==> src/rtl/bfloat_pkg.sv <==
// Shared bfloat16 constants, field layout and helpers for the multiplier normalize stage.
package bfloat_pkg;

  localparam int EXP_W = 8;
  localparam int MAN_W = 7;
  localparam int E_W   = 10;
  localparam int BIAS  = 127;

  localparam logic [EXP_W-1:0] EXP_MAX = 8'hFF;
  localparam logic [15:0]      QNAN    = 16'h7FC0;

  typedef struct packed {
    logic             sign;
    logic [EXP_W-1:0] exp;
    logic [MAN_W-1:0] man;
  } bf16_t;

  // Operand classification resolved in S1 so S2 only has to pick a pattern.
  typedef enum logic [1:0] {
    KIND_NORM = 2'd0,
    KIND_NAN  = 2'd1,
    KIND_ZERO = 2'd2,
    KIND_INF  = 2'd3
  } kind_e;

  function automatic logic [15:0] signed_inf(input logic s);
    return {s, EXP_MAX, {MAN_W{1'b0}}};
  endfunction

  function automatic logic [15:0] signed_zero(input logic s);
    return {s, {(EXP_W + MAN_W){1'b0}}};
  endfunction

endpackage

==> src/rtl/bfloat_round.sv <==
// Combinational mantissa rounding; BFLOAT_RNE_EN selects round-to-nearest-even,
// otherwise the mantissa is truncated and guard/sticky are ignored.
module bfloat_round
  import bfloat_pkg::*;
(
  input  logic [MAN_W-1:0]      man_i,
  input  logic                  guard_i,
  input  logic                  sticky_i,
  input  logic signed [E_W-1:0] exp_i,
  output logic [MAN_W-1:0]      man_o,
  output logic signed [E_W-1:0] exp_o
);

`ifdef BFLOAT_RNE_EN
  logic           inc;
  logic [MAN_W:0] sum;

  assign inc = guard_i & (sticky_i | man_i[0]);
  assign sum = {1'b0, man_i} + {{MAN_W{1'b0}}, inc};

  // A carry out of the 7-bit fraction leaves it all-zero and bumps the exponent.
  assign man_o = sum[MAN_W-1:0];
  assign exp_o = exp_i + {{(E_W-1){1'b0}}, sum[MAN_W]};
`else
  logic unused_round;

  assign unused_round = guard_i ^ sticky_i;
  assign man_o        = man_i;
  assign exp_o        = exp_i;
`endif

endmodule

==> src/rtl/bfloat_mult_normalize.sv <==
// Two-stage bfloat16 multiplier back end: S1 aligns the product and forms the exponent,
// S2 rounds and packs. Define BFLOAT_RNE_EN for round-to-nearest-even (default: truncate).
module bfloat_mult_normalize
  import bfloat_pkg::*;
(
  input  logic        clk,
  input  logic        rst,
  input  logic        in_valid,
  output logic        in_ready,
  input  logic        sign_a,
  input  logic        sign_b,
  input  logic [7:0]  exp_a,
  input  logic [7:0]  exp_b,
  input  logic [15:0] prod,
  output logic        out_valid,
  input  logic        out_ready,
  output logic [15:0] out
);

  logic                  s1_valid_q;
  logic                  s1_sign_q,   s1_sign_d;
  kind_e                 s1_kind_q,   s1_kind_d;
  logic signed [E_W-1:0] s1_exp_q,    s1_exp_d;
  logic [MAN_W-1:0]      s1_man_q,    s1_man_d;
  logic                  s1_guard_q,  s1_guard_d;
  logic                  s1_sticky_q, s1_sticky_d;

  logic                  out_valid_q;
  logic [15:0]           out_q,       out_d;

  logic                  s1_ready;
  logic                  s2_ready;
  logic [MAN_W-1:0]      man_r;
  logic signed [E_W-1:0] exp_r;

  assign s2_ready = !out_valid_q || out_ready;
  assign s1_ready = !s1_valid_q || s2_ready;
  assign in_ready = rst || s1_ready;

  // S1: classify operands, pick the significand window by the product's leading bit.
  always_comb begin
    s1_sign_d  = sign_a ^ sign_b;
    s1_kind_d  = KIND_NORM;
    if (exp_a == EXP_MAX || exp_b == EXP_MAX) begin
      s1_kind_d = (exp_a == '0 || exp_b == '0) ? KIND_NAN : KIND_INF;
    end else if (exp_a == '0 || exp_b == '0) begin
      s1_kind_d = KIND_ZERO;
    end
    s1_exp_d = {2'b00, exp_a} + {2'b00, exp_b} + {{(E_W-1){1'b0}}, prod[15]} - 10'(BIAS);
    if (prod[15]) begin
      s1_man_d   = prod[14:8];
      s1_guard_d = prod[7];
    end else begin
      s1_man_d   = prod[13:7];
      s1_guard_d = prod[6];
    end
  end

`ifdef BFLOAT_RNE_EN
  assign s1_sticky_d = prod[15] ? (|prod[6:0]) : (|prod[5:0]);
`else
  logic unused_prod;

  assign unused_prod = ^prod[5:0];
  assign s1_sticky_d = 1'b0;
`endif

  always_ff @(posedge clk) begin
    if (rst) begin
      s1_valid_q  <= 1'b0;
      s1_sign_q   <= 1'b0;
      s1_kind_q   <= KIND_NORM;
      s1_exp_q    <= '0;
      s1_man_q    <= '0;
      s1_guard_q  <= 1'b0;
      s1_sticky_q <= 1'b0;
    end else if (s1_ready) begin
      s1_valid_q <= in_valid;
      if (in_valid) begin
        s1_sign_q   <= s1_sign_d;
        s1_kind_q   <= s1_kind_d;
        s1_exp_q    <= s1_exp_d;
        s1_man_q    <= s1_man_d;
        s1_guard_q  <= s1_guard_d;
        s1_sticky_q <= s1_sticky_d;
      end
    end
  end

  bfloat_round u_round (
    .man_i    (s1_man_q),
    .guard_i  (s1_guard_q),
    .sticky_i (s1_sticky_q),
    .exp_i    (s1_exp_q),
    .man_o    (man_r),
    .exp_o    (exp_r)
  );

  // S2 pack; overflow/underflow are judged on the post-rounding exponent.
  always_comb begin
    bf16_t res;
    res.sign = s1_sign_q;
    res.exp  = exp_r[EXP_W-1:0];
    res.man  = man_r;
    out_d    = res;
    if (s1_kind_q == KIND_NAN) begin
      out_d = QNAN;
    end else if (s1_kind_q == KIND_ZERO) begin
      out_d = signed_zero(s1_sign_q);
    end else if (s1_kind_q == KIND_INF || exp_r >= 10'sd255) begin
      out_d = signed_inf(s1_sign_q);
    end else if (exp_r <= 10'sd0) begin
      out_d = signed_zero(s1_sign_q);
    end
  end

  always_ff @(posedge clk) begin
    if (rst) begin
      out_valid_q <= 1'b0;
      out_q       <= 16'h0000;
    end else if (s2_ready) begin
      out_valid_q <= s1_valid_q;
      if (s1_valid_q) begin
        out_q <= out_d;
      end
    end
  end

  assign out_valid = out_valid_q;
  assign out       = out_q;

endmodule

==> config.mk <==
export PLATFORM = sky130hd
export DESIGN_NAME = bfloat_mult_normalize
export DESIGN_NICKNAME = d
export VERILOG_FILES = /design/src/rtl/bfloat_pkg.sv /design/src/rtl/bfloat_round.sv /design/src/rtl/bfloat_mult_normalize.sv
export SDC_FILE = /design/constraint.sdc
export NUM_CORES = 1
export LEC_CHECK = 0
export ABC_CLOCK_PERIOD_IN_PS = 3150
export CORE_MARGIN = 3
export CORE_UTILIZATION = 35
export CTS_CLUSTER_DIAMETER = 60
export DETAILED_ROUTE_END_ITERATION = 8
export DONT_BUFFER_PORTS = 1
export GPL_TIMING_DRIVEN = 0
export PLACE_DENSITY = 0.61
export REMOVE_ABC_BUFFERS = 1
export SLEW_MARGIN = 20
export SYNTH_ARGS = -nofsm -noshare
export SYNTH_HDL_FRONTEND = slang
export SYNTH_SLANG_ARGS = --single-unit
==> constraint.sdc <==
create_clock -name clk -period 3.15 [get_ports clk]
set_input_delay 0.4725 -clock clk [delete_from_list [all_inputs] [get_ports clk]]
set_output_delay 0.4725 -clock clk [all_outputs]
set_load 0.005 [all_outputs]
* Word level (Yosys, flattened, before mapping)
Index checks and enable logic that the tools add are counted.
** Cells by class
- Add/subtract/negate cells :: 3
- Magnitude comparators :: 2
- Equality and inequality tests :: 5
- Mux-type cells :: 8
- Bitwise gates (word level) :: 1
- Reduce and logical (&&, ||, !) cells :: 12
** Operators with widths (number)
- 15-bit 2-to-1 mux :: 3
- 8-bit == test, second input constant :: 2
- 8-bit logical NOT :: 2
- 16-bit 2-to-1 mux :: 1
- 9-bit by 1-bit adder with 10-bit output :: 1
- 10-bit by 9-bit greater-or-equal comparator with 1-bit output, second input constant :: 1
- 10-bit by 1-bit less-or-equal comparator with 1-bit output, second input constant :: 1
- 10-bit by 7-bit subtractor with 10-bit output, second input constant :: 1
- 8-bit by 8-bit adder with 9-bit output :: 1
- 7-bit 2-to-1 mux :: 1
- 1-bit logical OR :: 6
- 2-bit 2-to-1 mux :: 3
- 2-bit == test, second input constant :: 2
- 2-bit AND reduction :: 2
- 2-bit by 1-bit == test with 1-bit output, second input constant :: 1
- 1-bit logical NOT :: 2
- 1-bit bitwise XOR :: 1
** Storage, ports and cells
- Bits in registers :: 38
- Bits of input ports :: 38
- Output and inout port bits :: 18

* Depth between registers and ports, before layout
- Depth after elaboration :: 5
- Mapped depth :: 11
- Depth with buffers taken out :: 10

* By module
From an unflattened synthesis, not the netlist that was laid out.
** Unflattened totals
- Cell total of the unflattened synthesis :: 262
- Area total of the unflattened synthesis :: 2244.7 µm²
** Modules (own cells, without submodules)
- bfloat_mult_normalize :: instances 1, cells each 245, area each 2117.0 µm², seq. area each 780.7 µm²
- bfloat_round :: instances 1, cells each 17, area each 127.6 µm², seq. area each 0.0 µm²

* Worst setup path after synthesis
Ideal clock, no wire load.
- Path kind :: input to register
- From :: in prod[15]
- To :: reg s1_exp_q[8]
- Data arrival time :: 2.340 ns
- Path slack :: 0.681 ns
- Stages :: 11
- Cells stage by stage :: clkbuf_1 inv_1 ha_1 inv_1 ha_1 inv_1 fa_1 nor2b_1 o31a_1 o21a_1 o211ai_1
** Between the ends
- Longest elaborated chain between the ends :: 2
** RTL lines
- start, declared :: line bfloat_mult_normalize.sv:14 : input logic [15:0] prod,
- 9-bit by 1-bit adder with 10-bit output :: line bfloat_mult_normalize.sv:49 : s1_exp_d = {2'b00, exp_a} + {2'b00, exp_b} + {{(E_W-1){1'b0}}, prod[15]} - 10'(BIAS);
- 10-bit by 7-bit subtractor with 10-bit output :: line bfloat_mult_normalize.sv:49
- end signal, assigned :: line bfloat_mult_normalize.sv:82 : s1_exp_q <= s1_exp_d;
- end, declared :: line bfloat_mult_normalize.sv:23 : logic signed [E_W-1:0] s1_exp_q, s1_exp_d;
Every way passes these cells.
A chain may end at the register's enable or synchronous reset.

* Worst setup path in the final report
- From :: in exp_a[0]
- To :: reg s1_exp_q[8]
** Between the ends
- Longest elaborated chain between the ends :: 3
** RTL lines
- start, declared :: line bfloat_mult_normalize.sv:12 : input logic [7:0] exp_a,
- 8-bit by 8-bit adder with 9-bit output :: line bfloat_mult_normalize.sv:49
- 9-bit by 1-bit adder with 10-bit output :: line bfloat_mult_normalize.sv:49
- 10-bit by 7-bit subtractor with 10-bit output :: line bfloat_mult_normalize.sv:49
Every way passes these cells.

==> results.md <==
* Count of cell instances traversed by the critical path at 10
* Number of nets in the finished design at 298
* Critical path start-end classification: input pin to register
* Routed len/inst at 15.80 um
* Ordered cell list for the critical path: inv_1 > ha_1 > inv_1 > ha_1 > inv_1 > fa_1 > nor2b_1 > o31a_1 > o21a_1 > o211ai_1
* Overall via count from detail_route at 1,771
* Share of the yosys chip area belonging to registers at 33.78%
* Cell depth of the worst flop-to-flop path at 4
* Aggregate global routing overflow at 0
* Count of cells along the worst hold path at 1
* Hold buffer count at CTS at 0
* Headroom to the max-slew limit at 37.18%
* Number of standard cells in the final layout excluding fillers at 319
* Drt first pass iters at 4
* Clock skew at approximately 9.4 ps
* Setup violations, final at 0
* Wire length of the first global-routing pass at 8.500 mm
* Final hold violations at 0
* Area enclosed by the die boundary at 0.007433 mm2
* Slew at the pin with the worst max-slew slack at 936.1 ps
* DRC violation count after routing at 0
* Part of the cycle the worst path needs at between 60% and 70%
* Worst path arrival time at 2120 ps
* Number of antenna diodes at 0
* Leakage Power at between 0.9 and 1 nW
* Clock transition at the registers of the reported paths at 80 ps
* Worst-skew pair later-pin latency at roughly 290 ps
* Number of max-slew violations in the final report at 0
* Launching element of the worst setup path: exp_a[0]
* Post-cts gate resize count at 0
* Fmax achieved at 514.6 MHz
* TritonCTS clock tree: done
* Core ar. at around 0.006 mm2
* Cell count after synthesis at 249
* TritonCTS Buffers at 5
* Reg-to-reg startpoint: s1_valid_q$_SDFFE_PP0P_
* Initial core utilization at 37.16%
* Number of violations reported at the end of detailed-routing iteration 0 at 68
* Outcome: complete, no violations
* Synthesized area per cell at 9.045 um2
* Setup repair after global routing missed its margin: false
* Master cell of the clock root buffer: clkbuf_8
* Antenna violations before repair at 0
* Power per cell area at roughly 480 mW/mm2
* Number of buffers inserted to repair setup after CTS at 0
* Crit path launch type: input pin
* Inst Count DP at between 300 and 400
* Vertical die dimension at approximately 86 um
* Final critical path time including I/O delays and setup at 1943 ps
* Count of flip-flops with a built-in enable after synthesis at 0
* Flops & latches, synth at 38
* Data required time of the worst path at between 3000 and 4000 ps
* Count of standard-cell rows at 28
* Drt total wl at a little over 5 mm
* Worst hold path type: input pin to register
* Fillers at 628
* Largest net degree at the start of global routing at 42
* Proportion of register bits with asynchronous set or reset after synthesis at 0%
* Width of the chip at 86.22 um
* Area growth syn-to-layout at 5.889%
* Flip-flop cell with the highest count after synthesis: dfxtp_1
* Final-layout setup total negative slack at 0 ps
* Number of H-tree levels at 2
* Top-level port count at 56
* Sum of net half-perimeters after detailed placement at about 3.8 mm
* Final Wtd Congestion at 0.8128
* Buffers plus inverters on the worst setup path at 3
* CTS Buffer Depth at 2
* Post-Synthesis Cell Area at 0.002252 mm2
* Via density at 5.552
* Fraction of final layout cells with drive strength greater than 1 at 9.836%
* Number of distinct library cells after synthesis at 55
* Critical path's slowest cell: fa_1
* Most used cell along the critical path: inv_1
* Family with the most delay on the worst path: adder cells
* Number of nets with antenna violations after routing at 0
* Yosys warning total at 0
* Nature of the critical path endpoint: register
* Worst vdd rail ir drop at 218.2 uV
* Delay of the slowest cell on the worst path at 390 ps
* Buffers added on ports at 0
* Maximum fanout along the worst path at 5
* # clock sinks at 38
* Via count of the first global-routing pass at 1,741
* Count of max-cap constraint violations at 0
* Total global-route track usage at 14.37%
* Hold path startpoint: rst
-- per-layer routing --
layer / part of all wire [%] / track usage, %
met1: 49 / 20.22
met2: 43 / 20.67
met3: 6.0 / 3.992
met4: 1.7 / 5.807
met5: 0 / 0
-- through the flow --
stage / setup WS [ps] / power (mW) / instance area, um2 / hold WS (ps) / util (%)
2_1_floorplan: 916.5 / 0.7463 / 2188 / 442.2 / -
3_3_place_gp: 327.5 / 0.7972 / 2282 / 460.6 / 37.65
3_5_place_dp: 907.2 / 0.7996 / 2290 / 459.1 / 37.78
4_1_cts: 1219 / 1.154 / 2385 / 236.9 / 39.35
5_1_grt: 1080 / 1.213 / 2385 / 230.9 / 39.35
6_report: 1207 / 1.143 / 2385 / 256.8 / 39.35
-- report_power, final --
| group | switching, mW | internal [mW] |
|---|---|---|
| clock network | 0.177 | 0.176 |
| logic | 0.128 | 0.113 |
| registers | 0.0328 | 0.516 |
-- kinds of logic (layout without fill, tap and decap cells) --
| group | Yosys count | in the layout | share of synthesized area, % |
|---|---|---|---|
| DFF | 38 | 38 | 33.78 |
| and+or+nand+nor | 88 | 88 | 23.28 |
| AOI/OAI and AO/OA | 70 | 70 | 23.56 |
| buffers and inverters | 25 | 20 | 4.833 |
| adders and majority gates | 17 | 17 | 9.778 |
| muxes | 9 | 9 | 4.000 |
| xor gates and xnor gates | 2 | 2 | 0.7779 |
-- layout by cell type, fill, tap and decap left out, types with 5 or more instances in the layout --
| cell | count |
|---|---|
| a211oi_1 | 16 |
| o21a_1 | 5 |
| nor2b_1 | 10 |
| nor2_1 | 21 |
| ha_1 | 16 |
| o2bb2ai_1 | 6 |
| o211ai_1 | 6 |
| a21oi_1 | 11 |
| nand4_1 | 7 |
| clkbuf_8 | 6 |
| dfxtp_1 | 38 |
| mux2i_1 | 9 |
| nand2_1 | 13 |
| inv_1 | 11 |
-- worst paths after layout --
path / to / slack (ps)
setup / recovery: s1_exp_q[8]$_SDFFE_PP0P_ / 1210
hold / removal: s1_exp_q[4]$_SDFFE_PP0P_ / 260
setup reg to reg: s1_exp_q[8]$_SDFFE_PP0P_ / 1370
hold reg to reg: out[15]$_SDFFE_PP0P_ / 470
-- final cells by class --
type	instances	area (um2)	area share [%]
Clock inverter	2	12.51	0.5247
Multi-Input combinational cell	186	1390	58.29
Tap cell	75	93.84	3.935
Clock buffer	6	82.58	3.463
Inverter	12	45.04	1.889
Sequential cell	38	760.7	31.90
-- synth_stat cells (all sizes together) (2+ instances only) --
cell type   n  share of area, %
a211o       4               1.6
a211oi     16               5.3
a21oi      11               2.4
a31oi       3              0.83
a32o        6               2.8
buf         7               1.8
clkbuf      6               1.0
dfxtp      38                34
ha         16               8.9
inv        11               1.8
mux2i       9               4.0
nand2      13               2.2
nand2b      3              0.94
nand3       2              0.44
nand3b      2              0.67
nand4       7               1.9
nor2       22               3.8
nor2b      11               3.1
nor3        3              0.67
nor3b       4               1.3
nor4        6               2.6
nor4b       2              0.78
o211ai      6               2.0
o21a        5               1.7
o21ai       4              0.89
o2bb2ai     6               2.3
or3         3              0.83
or4b        4               1.8
xnor2       2              0.78
-- flip-flops by register name, summed over array words and instances, names as in the netlist --
register	cells
out	16
out_valid	1
s1_exp_q	10
s1_kind_q	2
s1_man_q	7
s1_sign_q	1
s1_valid_q	1
Power figures use the tool's default switching activity.
